## config.mk

```make
export PLATFORM = sky130hd
export DESIGN_NAME = module_iir_biquad_flat
export DESIGN_NICKNAME = d
export VERILOG_FILES = /design/src/rtl/module_iir_biquad_if.sv /design/src/rtl/module_iir_biquad.sv /design/src/flat_wrapper.sv
export SDC_FILE = /design/constraint.sdc
export NUM_CORES = 1
export LEC_CHECK = 0
export ABC_AREA = 1
export ABC_CLOCK_PERIOD_IN_PS = 10500
export CORE_UTILIZATION = 60
export DETAILED_ROUTE_END_ITERATION = 7
export GPL_TIMING_DRIVEN = 0
export MAX_ROUTING_LAYER = met4
export PLACE_DENSITY = 0.88
export SLEW_MARGIN = 25
export SYNTH_ARGS = -nofsm -noshare
export SYNTH_HDL_FRONTEND = slang
export SYNTH_SLANG_ARGS = --single-unit
```

## constraint.sdc

```tcl
create_clock -name clk -period 10.5 [get_ports clk]
set_clock_uncertainty 0.2 [all_clocks]
set_input_delay 2.625 -clock clk [delete_from_list [all_inputs] [get_ports clk]]
set_output_delay 2.625 -clock clk [all_outputs]
set_load 0.02 [all_outputs]
```

## src/rtl/module_iir_biquad_if.sv

```systemverilog
// Sample/coefficient bus between the LPF coefficient calculator, the voice
// sample source and the biquad filter. The filter uses the slave modport.
interface module_iir_biquad_if #(
   parameter int unsigned DATA_W   = 18,
   parameter int unsigned NUM_COEF = 5
);
   logic [NUM_COEF*DATA_W-1:0] coefs_flat;
   logic                       coefs_valid;
   logic signed [DATA_W-1:0]   sample_in;
   logic                       sample_in_valid;
   logic                       clear;
   logic signed [DATA_W-1:0]   sample_out;
   logic                       sample_out_rdy;
   logic                       busy;
   logic                       overrun;

   modport master (
      output coefs_flat, coefs_valid, sample_in, sample_in_valid, clear,
      input  sample_out, sample_out_rdy, busy, overrun
   );

   modport slave (
      input  coefs_flat, coefs_valid, sample_in, sample_in_valid, clear,
      output sample_out, sample_out_rdy, busy, overrun
   );
endinterface

```

## src/rtl/module_iir_biquad.sv

```systemverilog
// Biquad IIR filter: y = c2*x0 + c3*x1 + c4*x2 + c0*y1 + c1*y2, computed with a
// single multiplier, one MAC per cycle over five taps, then a rounding step.
// Coefficients arrive as {c0,c1,c2,c3,c4} and are double-buffered so the
// active set only changes between samples.
// Optional feature macro: IIR_BIQUAD_SAT_EN (saturate the result instead of
// wrapping it).
module module_iir_biquad #(
   parameter int unsigned DATA_W    = 18,
   parameter int unsigned ACC_W     = 48,
   parameter int unsigned FRAC_BITS = 16
) (
   input  logic               clk,
   input  logic               reset,
   module_iir_biquad_if.slave bus
);
   localparam int unsigned NUM_COEF = 5;
   localparam int unsigned PROD_W   = 2 * DATA_W;
   localparam int unsigned RES_LO   = FRAC_BITS;
   localparam int unsigned RES_HI   = FRAC_BITS + DATA_W - 1;

   typedef enum logic [2:0] {
      IDLE  = 3'd0,
      MAC0  = 3'd1,
      MAC1  = 3'd2,
      MAC2  = 3'd3,
      MAC3  = 3'd4,
      MAC4  = 3'd5,
      ROUND = 3'd6
   } state_t;

   state_t state_q, state_d;

   logic signed [DATA_W-1:0]   coef_q [NUM_COEF];
   logic [NUM_COEF*DATA_W-1:0] shadow_q;
   logic                       pending_q;
   logic                       clear_req_q;
   logic signed [DATA_W-1:0]   x0_q, x1_q, x2_q, y1_q, y2_q;
   logic signed [ACC_W-1:0]    acc_q;
   logic signed [DATA_W-1:0]   sample_out_q;
   logic                       sample_out_rdy_q;
   logic                       busy_q;
   logic                       overrun_q;

   logic                       accept_c;
   logic                       drop_c;
   logic                       load_coef_c;
   logic                       clr_hist_c;
   logic                       mac_en_c;
   logic                       mac_first_c;
   logic                       round_c;
   logic signed [DATA_W-1:0]   mul_a_c, mul_b_c;
   logic signed [PROD_W-1:0]   prod_c;
   logic signed [ACC_W-1:0]    prod_ext_c;
   logic signed [ACC_W-1:0]    acc_sum_c;
   logic signed [DATA_W-1:0]   result_c;
   logic                       unused_acc_c;

   assign bus.sample_out     = sample_out_q;
   assign bus.sample_out_rdy = sample_out_rdy_q;
   assign bus.busy           = busy_q;
   assign bus.overrun        = overrun_q;

   // State register
   always_ff @(posedge clk or negedge reset) begin
      if (!reset) state_q <= IDLE;
      else        state_q <= state_d;
   end

   // Next state, tap selection and datapath strobes
   always_comb begin
      state_d     = state_q;
      accept_c    = 1'b0;
      drop_c      = 1'b0;
      load_coef_c = 1'b0;
      clr_hist_c  = 1'b0;
      mac_en_c    = 1'b0;
      mac_first_c = 1'b0;
      round_c     = 1'b0;
      mul_a_c     = '0;
      mul_b_c     = '0;
      if (state_q != IDLE) drop_c = bus.sample_in_valid;
      unique case (state_q)
         IDLE: begin
            if (bus.clear) begin
               clr_hist_c = 1'b1;
               drop_c     = bus.sample_in_valid;
            end else if (bus.sample_in_valid) begin
               accept_c = 1'b1;
               state_d  = MAC0;
            end
            load_coef_c = pending_q && !accept_c;
         end
         MAC0: begin
            mac_en_c    = 1'b1;
            mac_first_c = 1'b1;
            mul_a_c     = coef_q[2];
            mul_b_c     = x0_q;
            state_d     = MAC1;
         end
         MAC1: begin
            mac_en_c = 1'b1;
            mul_a_c  = coef_q[3];
            mul_b_c  = x1_q;
            state_d  = MAC2;
         end
         MAC2: begin
            mac_en_c = 1'b1;
            mul_a_c  = coef_q[4];
            mul_b_c  = x2_q;
            state_d  = MAC3;
         end
         MAC3: begin
            mac_en_c = 1'b1;
            mul_a_c  = coef_q[0];
            mul_b_c  = y1_q;
            state_d  = MAC4;
         end
         MAC4: begin
            mac_en_c = 1'b1;
            mul_a_c  = coef_q[1];
            mul_b_c  = y2_q;
            state_d  = ROUND;
         end
         ROUND: begin
            round_c    = 1'b1;
            clr_hist_c = bus.clear || clear_req_q;
            state_d    = IDLE;
         end
         default: state_d = IDLE;
      endcase
   end

   // Single shared multiplier, sign-extended into the accumulator
   assign prod_c     = PROD_W'(mul_a_c) * PROD_W'(mul_b_c);
   assign prod_ext_c = ACC_W'(prod_c);
   assign acc_sum_c  = acc_q + prod_ext_c;

   // Only the result window (and its guard bits when saturating) is consumed
   assign unused_acc_c = ^{acc_q[ACC_W-1:RES_HI+1], acc_q[RES_LO-1:0]};

`ifdef IIR_BIQUAD_SAT_EN
   logic [ACC_W-RES_HI-1:0] acc_hi_c;
   assign acc_hi_c = acc_q[ACC_W-1:RES_HI];

   // Clamp when the bits above the result window are not a pure sign extension
   always_comb begin
      result_c = acc_q[RES_HI:RES_LO];
      if (!((&acc_hi_c) || (~|acc_hi_c))) begin
         if (acc_q[ACC_W-1]) result_c = {1'b1, {(DATA_W-1){1'b0}}};
         else                result_c = {1'b0, {(DATA_W-1){1'b1}}};
      end
   end
`else
   // Plain truncation of the Q1.16 window (two's-complement wrap)
   assign result_c = acc_q[RES_HI:RES_LO];
`endif

   // Datapath: sample/history registers, accumulator and registered outputs
   always_ff @(posedge clk or negedge reset) begin
      if (!reset) begin
         x0_q             <= '0;
         x1_q             <= '0;
         x2_q             <= '0;
         y1_q             <= '0;
         y2_q             <= '0;
         acc_q            <= '0;
         sample_out_q     <= '0;
         sample_out_rdy_q <= 1'b0;
         busy_q           <= 1'b0;
         overrun_q        <= 1'b0;
         clear_req_q      <= 1'b0;
      end else begin
         sample_out_rdy_q <= round_c;
         overrun_q        <= drop_c;
         busy_q           <= (state_d != IDLE);
         if (accept_c) x0_q <= bus.sample_in;
         if (mac_en_c) acc_q <= mac_first_c ? prod_ext_c : acc_sum_c;
         if (round_c) sample_out_q <= result_c;
         if (clr_hist_c) begin
            x1_q <= '0;
            x2_q <= '0;
            y1_q <= '0;
            y2_q <= '0;
         end else if (round_c) begin
            x2_q <= x1_q;
            x1_q <= x0_q;
            y2_q <= y1_q;
            y1_q <= result_c;
         end
         if (round_c)                               clear_req_q <= 1'b0;
         else if (bus.clear && (state_q != IDLE))   clear_req_q <= 1'b1;
      end
   end

   // Coefficient double buffer: shadow captures, active loads only between samples
   always_ff @(posedge clk or negedge reset) begin
      if (!reset) begin
         shadow_q  <= '0;
         pending_q <= 1'b0;
         for (int unsigned i = 0; i < NUM_COEF; i++) coef_q[i] <= '0;
      end else begin
         if (bus.coefs_valid) shadow_q <= bus.coefs_flat;
         if (bus.coefs_valid)  pending_q <= 1'b1;
         else if (load_coef_c) pending_q <= 1'b0;
         if (load_coef_c) begin
            for (int unsigned i = 0; i < NUM_COEF; i++)
               coef_q[i] <= shadow_q[(NUM_COEF-1-i)*DATA_W +: DATA_W];
         end
      end
   end
endmodule

```

## src/flat_wrapper.sv

```systemverilog
// flat-port wrapper written by rule: the top's interface ports become plain ports
module module_iir_biquad_flat 
#(
   parameter int unsigned DATA_W    = 18,
   parameter int unsigned ACC_W     = 48,
   parameter int unsigned FRAC_BITS = 16
)
  (clk, reset, bus_coefs_flat, bus_coefs_valid, bus_sample_in, bus_sample_in_valid, bus_clear, bus_sample_out, bus_sample_out_rdy, bus_busy, bus_overrun);
  module_iir_biquad_if #(.DATA_W(DATA_W)) bus_i ();
  input  logic clk;
  input  logic reset;
  input wire logic [$bits(bus_i.coefs_flat)-1:0] bus_coefs_flat;
  input wire logic [$bits(bus_i.coefs_valid)-1:0] bus_coefs_valid;
  input wire logic [$bits(bus_i.sample_in)-1:0] bus_sample_in;
  input wire logic [$bits(bus_i.sample_in_valid)-1:0] bus_sample_in_valid;
  input wire logic [$bits(bus_i.clear)-1:0] bus_clear;
  output wire logic [$bits(bus_i.sample_out)-1:0] bus_sample_out;
  output wire logic [$bits(bus_i.sample_out_rdy)-1:0] bus_sample_out_rdy;
  output wire logic [$bits(bus_i.busy)-1:0] bus_busy;
  output wire logic [$bits(bus_i.overrun)-1:0] bus_overrun;
  assign bus_i.coefs_flat = bus_coefs_flat;
  assign bus_i.coefs_valid = bus_coefs_valid;
  assign bus_i.sample_in = bus_sample_in;
  assign bus_i.sample_in_valid = bus_sample_in_valid;
  assign bus_i.clear = bus_clear;
  assign bus_sample_out = bus_i.sample_out;
  assign bus_sample_out_rdy = bus_i.sample_out_rdy;
  assign bus_busy = bus_i.busy;
  assign bus_overrun = bus_i.overrun;
  module_iir_biquad #(.DATA_W(DATA_W), .ACC_W(ACC_W), .FRAC_BITS(FRAC_BITS)) u_core (.clk(clk), .reset(reset), .bus(bus_i));
endmodule
```

==> reports/qor.txt, run 1 <==
====================================================================================================
Capture point of the worst path                                                         u_core.acc_q[33]$_DFFE_PN0N_
Register bit total from synthesis                                                                330
Start-to-end type of the worst setup path                                               flip-flop to flip-flop
Count of max-cap constraint violations                                                             0
Footprint of the flip-flops and latches                                                 0.008258 mm^2
Fin. Hold Viols                                                                                    0
Longest individual stage delay on the worst path                                             0.68 ns
Element type at the critical path start                                                    flip-flop
GR Util All Layers                                                                            38.76%
Most common cell in the synthesized netlist                                             sky130_fd_sc_hd__nand2_1
First-pass GRT wire length                                                                  136.6 mm
Worst setup startpoint                                                                  u_core.state_q[0]$_DFF_PN0_
Clock Path Buffers                                                                                 3
Post-route DRC violation count                                                                     0
Global routing's busiest layer                                                                  met2
Total die area                                                                          0.04767 mm^2
Total buffers and inverters traversed by the critical path                                        11
Post-synthesis sequential area ratio                                                          29.41%
Via density per instance                                                                       5.894
Layout cell share with drive strength beyond 1                                                5.636%
Pins over their slew limit                                                                         0
CTS tree                                                                                        done
Number of cells upsized or downsized after cts                                                     0
Root Driver                                                                             sky130_fd_sc_hd__clkbuf_16
Setup TNS                                                                                       0 ns
Rel. slew slack                                                                               50.99%
Post-placement cell count                                                                      4,193
Count of yosys warnings during synthesis                                                           0
Number of global-route vias before repair                                                     25,340
Maximum frequency from static timing analysis                                             0.1001 GHz
Tcrit/Tclk final                                                                              95.11%
I/O Buffers                                                                                      132
Post-DR wirelength/cell                                                                     20.12 um
Largest delay contributor family on the critical path                                    adder cells
Routed vias                                                                                   25,080
Count of clock tree sinks                                                                        330
Final hold slack                                                                           0.2799 ns
Area of combinational cells with multiple inputs                                        0.01663 mm^2
Arrival @ worst endpoint                                                                    10.22 ns
Clock Latency Late Sink                                                                      0.57 ns
Routed Antenna Nets                                                                                0
Total overflow reported by the global router                                                       0
Non-filler instance count after layout                                                         4,256
Capture instance of the worst register-to-register path                                 u_core.acc_q[33]$_DFFE_PN0N_
Post-synthesis to final-layout area growth                                                    11.86%
Number of DRC violations after detailed-routing iteration 0                                    3,016
Share of flip-flops with an asynchronous set or reset after synthesis                         100.0%
Most frequent cell on the critical path                                                 sky130_fd_sc_hd__nand2_1
Final HPWL DP                                                                               66.88 mm
Area fraction of the dominant cell type after synthesis                                       29.41%
Pre-Repair DR Iteration Count                                                                      8
Number of antenna violations at the first check in global routing                                  2
Standard cell core area                                                                 0.04577 mm^2
Met3 routing resource usage after global routing                                              9.450%
Class of the worst hold path                                                            flip-flop to flip-flop
Clock-pin slew reported for the worst setup and hold paths after clock tree synthesis        0.06 ns
Largest cells by area after synthesis                                                   sky130_fd_sc_hd__dfrtp_1 29%, sky130_fd_sc_hd__fa_1 23%, sky130_fd_sc_hd__nand2_1 11%
Post-Syn Area per Cell                                                                    8.122 um^2
Placer congestion estimate                                                                     1.080
Register-to-register setup slack                                                             0.51 ns
Logic depth of the worst path, buffers included                                                   41
Number of instances in the synthesized netlist                                                 3,457
Met1 track demand over resource in global routing                                             50.65%
Pin count of the biggest net entering global routing                                              97
Run status                                                                              finished, final reports clean
Endpoint required time on the critical path                                                 10.74 ns
Cell row count                                                                                    78
Maximum net fanout on the critical path                                                           10
Net total in the final layout                                                                  4,181
Post-route minimum period                                                                   9.987 ns
Leading post-synthesis cells by instance count                                          842 x sky130_fd_sc_hd__nand2_1, 648 x sky130_fd_sc_hd__inv_1, 330 x sky130_fd_sc_hd__dfrtp_1
Post-Syn Area                                                                           0.02808 mm^2
Cell variety after synth                                                                          57
Unrepaired setup endpoints after global routing                                                   no
Master of the slowest instance on the critical path                                     sky130_fd_sc_hd__ha_1
Filler Cell Count                                                                              3,460
TritonCTS buffer count                                                                            34
Number of synthesized flops with an enable pin                                                     0
I/O pin count                                                                                    134
DRT Wirelength                                                                              85.63 mm
Die height                                                                                  218.3 um
Initial standard-cell utilization of the core                                                 61.34%
Global routing usage on met2                                                                  57.23%
H-tree lvl count                                                                                   2
Width of the die                                                                            218.3 um
Category of the worst setup path capture point                                             flip-flop
Post-CTS Hold Buffers                                                                              0
Pin slew with the least headroom to its limit                                              0.7351 ns
Flip-flop cell with the highest count after synthesis                                   sky130_fd_sc_hd__dfrtp_1
Synthesized netlist net count                                                                  4,009
Finish-stage setup viols                                                                           0
Beginning of the worst register-to-register path                                        u_core.state_q[0]$_DFF_PN0_
Library cell with the largest summed area after synthesis                               sky130_fd_sc_hd__dfrtp_1
Length in cells of the worst reg-to-reg path                                                      41
Origin of the worst min-delay path                                                      u_core.shadow_q[61]$_DFFE_PN0P_
Buffers inserted by post-CTS timing repair                                                         0
====================================================================================================
cells by family after synthesis:
logic type / after synthesis / share of synthesized area [%]
buf+inv: 808 / 11.35
xor+xnor: 29 / 0.9046
fa+ha+maj: 439 / 28.01
compound gates: 475 / 9.585
flops: 330 / 29.41
mux: 18 / 0.7219
simple gates: 1358 / 20.02
metrics by stage:
stage	cell area (um^2)	setup WS, ns	util, %
after global placement	30150	-7.271	65.87
after CTS	31410	0.6678	68.62
final	31410	0.5130	68.62
after detailed placement	30270	0.7666	66.12
after floorplan	28080	2.588	-
after global routing	31410	0.01352	68.62
tightest hold or removal path, cell delays in order, from the launching register on:
cell and delay (ns):
sky130_fd_sc_hd__dfrtp_1 0.34, sky130_fd_sc_hd__nand2_1 0.06, sky130_fd_sc_hd__nand2_1 0.05
layout by cell type, fill, tap and decap left out, types with 5 or more instances in the layout:
master and n:
sky130_fd_sc_hd__o21ai_1 7, sky130_fd_sc_hd__ha_1 123, sky130_fd_sc_hd__xnor2_1 9, sky130_fd_sc_hd__nor2_2 5, sky130_fd_sc_hd__fa_1 316, sky130_fd_sc_hd__a21boi_0 6, sky130_fd_sc_hd__o211ai_1 5, sky130_fd_sc_hd__inv_1 648
sky130_fd_sc_hd__clkbuf_1 76, sky130_fd_sc_hd__clkdlybuf4s50_1 131, sky130_fd_sc_hd__clkbuf_8 7, sky130_fd_sc_hd__nor3_1 16, sky130_fd_sc_hd__nand2_2 5, sky130_fd_sc_hd__o22ai_1 31, sky130_fd_sc_hd__and2_1 15, sky130_fd_sc_hd__nor2_1 280
sky130_fd_sc_hd__a221oi_1 26, sky130_fd_sc_hd__a31oi_1 11, sky130_fd_sc_hd__buf_2 47, sky130_fd_sc_hd__o21bai_1 11, sky130_fd_sc_hd__nand3_1 140, sky130_fd_sc_hd__nor2_4 7, sky130_fd_sc_hd__nand4_1 21, sky130_fd_sc_hd__dfrtp_1 330
sky130_fd_sc_hd__a21o_1 10, sky130_fd_sc_hd__xor2_1 20, sky130_fd_sc_hd__mux2_2 18, sky130_fd_sc_hd__a21oi_1 99, sky130_fd_sc_hd__buf_4 12, sky130_fd_sc_hd__inv_2 24, sky130_fd_sc_hd__buf_6 6, sky130_fd_sc_hd__o21ai_0 250
sky130_fd_sc_hd__nand2_1 842, sky130_fd_sc_hd__clkbuf_16 34
flip-flops by register name, summed over array words and instances (netlist names):
name,count
u_core.x2_q,18
u_core.bus.overrun,1
u_core.x1_q,18
u_core.clear_req_q,1
u_core.coef_q,90
u_core.bus.busy,1
u_core.y1_q,18
u_core.x0_q,18
u_core.pending_q,1
u_core.acc_q,34
u_core.state_q,3
u_core.y2_q,18
u_core.bus.sample_out,18
u_core.bus.sample_out_rdy,1
u_core.shadow_q,90
layer usage:
layer | wire length, um | part of all wire (%)
met5 | 0 | 0
met3 | 10680 | 12
met1 | 32560 | 38
met2 | 37880 | 44
met4 | 4505 | 5.3
worst min path at each step:
stage | to | slack (ns) | cells past startpoint
after floorplan | u_core.coef_q[52]$_DFFE_PN0P_ | 0.24 | 2
after global placement | u_core.shadow_q[82]$_DFFE_PN0P_ | 0.26 | 2
after detailed placement | u_core.shadow_q[35]$_DFFE_PN0P_ | 0.26 | 2
after CTS | u_core.shadow_q[66]$_DFFE_PN0P_ | 0.28 | 2
after global routing | u_core.shadow_q[78]$_DFFE_PN0P_ | 0.30 | 2
final | u_core.shadow_q[61]$_DFFE_PN0P_ | 0.28 | 2
final cells by class:
class / count / area share (%)
tap: 600 / 2.390
inverter: 674 / 8.071
timing repair buffer: 136 / 4.573
antenna: 1 / 0.007967
multi-input combinational: 2319 / 52.96
clock inverter: 12 / 0.5099
buffer: 134 / 2.075
sequential: 330 / 26.29
clock buffer: 50 / 3.123
Power of run 1 is not shown: default switching activity piles up to over one toggle a cycle in this logic, so the estimate is an artifact.
==> inputs of run 2 (changes only) <==
--- a/config.mk
+++ b/config.mk
@@ -7,12 +7,11 @@
 export LEC_CHECK = 0
 export ABC_AREA = 1
 export ABC_CLOCK_PERIOD_IN_PS = 10500
-export CORE_UTILIZATION = 60
+export CORE_UTILIZATION = 40
 export DETAILED_ROUTE_END_ITERATION = 7
 export GPL_TIMING_DRIVEN = 0
 export MAX_ROUTING_LAYER = met4
-export PLACE_DENSITY = 0.88
-export SLEW_MARGIN = 25
+export PLACE_DENSITY = 0.66
 export SYNTH_ARGS = -nofsm -noshare
 export SYNTH_HDL_FRONTEND = slang
 export SYNTH_SLANG_ARGS = --single-unit
==> constraint.sdc (replaced) <==
create_clock -name clk -period 10.5 [get_ports clk]
set_clock_uncertainty 0.2 [all_clocks]
set_input_delay 2.625 -clock clk [delete_from_list [all_inputs] [get_ports clk]]
set_output_delay 2.625 -clock clk [all_outputs]
set_load 0.1 [all_outputs]
==> reports/qor.txt, run 2 (synthesis results as in run 1) <==
====================================================================================================
Post-DR wirelength/cell                                                                     18.65 um
Root Driver                                                                             sky130_fd_sc_hd__clkbuf_16
Number of DRC violations after detailed-routing iteration 0                                    2,126
DRT Wirelength                                                                              85.56 mm
Fin. Hold Viols                                                                                    0
Master of the slowest instance on the critical path                                     sky130_fd_sc_hd__fa_1
Initial standard-cell utilization of the core                                                 40.65%
Met1 track demand over resource in global routing                                             34.89%
Rel. slew slack                                                                               31.26%
Post-route DRC violation count                                                                     0
Total overflow reported by the global router                                                       0
First-pass GRT wire length                                                                  134.8 mm
Cell row count                                                                                    96
H-tree lvl count                                                                                   2
Longest individual stage delay on the worst path                                             0.54 ns
Post-placement cell count                                                                      4,523
Worst setup startpoint                                                                  u_core.state_q[0]$_DFF_PN0_
Count of max-cap constraint violations                                                             0
Routed vias                                                                                   23,500
Finish-stage setup viols                                                                           0
Global routing's busiest layer                                                                  met2
Post-route minimum period                                                                   9.991 ns
Total die area                                                                          0.07126 mm^2
Count of clock tree sinks                                                                        330
Tcrit/Tclk final                                                                              95.15%
CTS tree                                                                                        done
Post-synthesis to final-layout area growth                                                    13.45%
Pin count of the biggest net entering global routing                                             121
GR Util All Layers                                                                            25.49%
Layout cell share with drive strength beyond 1                                                5.828%
Unrepaired setup endpoints after global routing                                                   no
Global routing usage on met2                                                                  39.10%
Clock-pin slew reported for the worst setup and hold paths after clock tree synthesis        0.07 ns
Most frequent cell on the critical path                                                 sky130_fd_sc_hd__inv_1
Met3 routing resource usage after global routing                                              3.764%
Biggest registers after layout                                                          u_core.coef_q (90), u_core.shadow_q (90), u_core.acc_q (34)
Arrival @ worst endpoint                                                                    10.21 ns
Pre-Repair DR Iteration Count                                                                      6
Via density per instance                                                                       5.123
Routed Antenna Nets                                                                                0
TritonCTS buffer count                                                                            36
Category of the worst setup path capture point                                             flip-flop
I/O Buffers                                                                                      132
I/O pin count                                                                                    134
Endpoint required time on the critical path                                                 10.72 ns
Class of the worst hold path                                                            flip-flop to flip-flop
Net total in the final layout                                                                  4,182
Filler Cell Count                                                                              6,734
Buffers inserted by post-CTS timing repair                                                         0
Number of global-route vias before repair                                                     23,570
Maximum frequency from static timing analysis                                             0.1001 GHz
Die height                                                                                  266.9 um
Clock Latency Late Sink                                                                      0.55 ns
Start-to-end type of the worst setup path                                               flip-flop to flip-flop
Pins over their slew limit                                                                         0
Placer congestion estimate                                                                    0.9793
Width of the die                                                                            266.9 um
Pin slew with the least headroom to its limit                                               1.028 ns
Clock Path Buffers                                                                                 3
Final HPWL DP                                                                               69.02 mm
Origin of the worst min-delay path                                                      u_core.shadow_q[85]$_DFFE_PN0P_
Non-filler instance count after layout                                                         4,587
Standard cell core area                                                                 0.06907 mm^2
Run status                                                                              finished, final reports clean
Commonest cells after routing, fill and taps aside                                      842 x sky130_fd_sc_hd__nand2_1, 648 x sky130_fd_sc_hd__inv_1, 330 x sky130_fd_sc_hd__dfrtp_1
Number of antenna violations at the first check in global routing                                  0
Maximum net fanout on the critical path                                                           10
Beginning of the worst register-to-register path                                        u_core.state_q[0]$_DFF_PN0_
Most common library cell in the layout ignoring fill and taps                           sky130_fd_sc_hd__nand2_1
Element type at the critical path start                                                    flip-flop
====================================================================================================
[run 2: changes by cell type in the layout (fill, tap and decap cells not counted), sizes merged]
cell,previous run,this run
clkinv,8,9
buf,72,71
inv,675,677
clkinvlp,1,2
clkbuf,117,114
[run 2: final timing paths]
| check | end | slack (ns) | cells after the start |
|---|---|---|---|
| worst max-delay path | u_core.acc_q[26]$_DFFE_PN0N_ | 0.51 | 38 |
| worst min-delay path | u_core.shadow_q[85]$_DFFE_PN0P_ | 0.27 | 2 |
| worst max register to register | u_core.acc_q[26]$_DFFE_PN0N_ | 0.51 | 38 |
| worst min register to register | u_core.shadow_q[85]$_DFFE_PN0P_ | 0.27 | 2 |
| max in group asynchronous | u_core.coef_q[61]$_DFFE_PN0P_ | 6.55 | 4 |
| min in group asynchronous | u_core.bus.sample_out[11]$_DFFE_PN0P_ | 1.73 | 1 |
[run 2: per-stage QoR]
stage	setup WS [ns]	instance area (um^2)	setup TNS (ns)	util, %	hold slack [ns]
6_report	0.5092	31850	0	46.12	0.2718
5_1_grt	0.02329	31850	0	46.12	0.2907
4_1_cts	0.5726	31850	0	46.11	0.2742
3_5_place_dp	0.5804	30650	0	44.38	0.2593
3_3_place_gp	-8.247	30560	-2689.68	44.25	0.2566
2_1_floorplan	2.588	28080	0	-	0.2422
[run 2: area by class of cell]
class	instances	area, um^2	area share (%)
Multi-Input combinational cell	2319	16640	52.23
Sequential cell	330	8258	25.92
Inverter	674	2535	7.958
Timing Repair Buffer	135	1409	4.423
Tap cell	931	1165	3.657
Clock buffer	47	1033	3.244
Buffer	134	651.9	2.046
Clock inverter	16	163.9	0.5146
Antenna cell	1	2.502	0.007856
[run 2: what timing repair did]
action                                  CTS  global route
hold endpoints to repair                  0             0
hold buffers                              0             0
endpoints found under the setup margin    0             1
resized for setup                         0             1
[run 2: critical path, delay by kind of cell (launching register included)]
family,cells,cell delay (ns)
buf+inv,9,1.22
compound gates,8,2.05
xor+xnor,1,0.25
fa+ha+maj,8,3.59
flops,1,0.38
simple gates,12,2.13
[run 2: layer usage]
metal  vias up  routed length (um)
met5         -                   0
met4         0                2771
met3       154                6431
met2       844               38470
met1     11530               37900
li1      10980                   -
Power of run 2 is left out for the same reason.
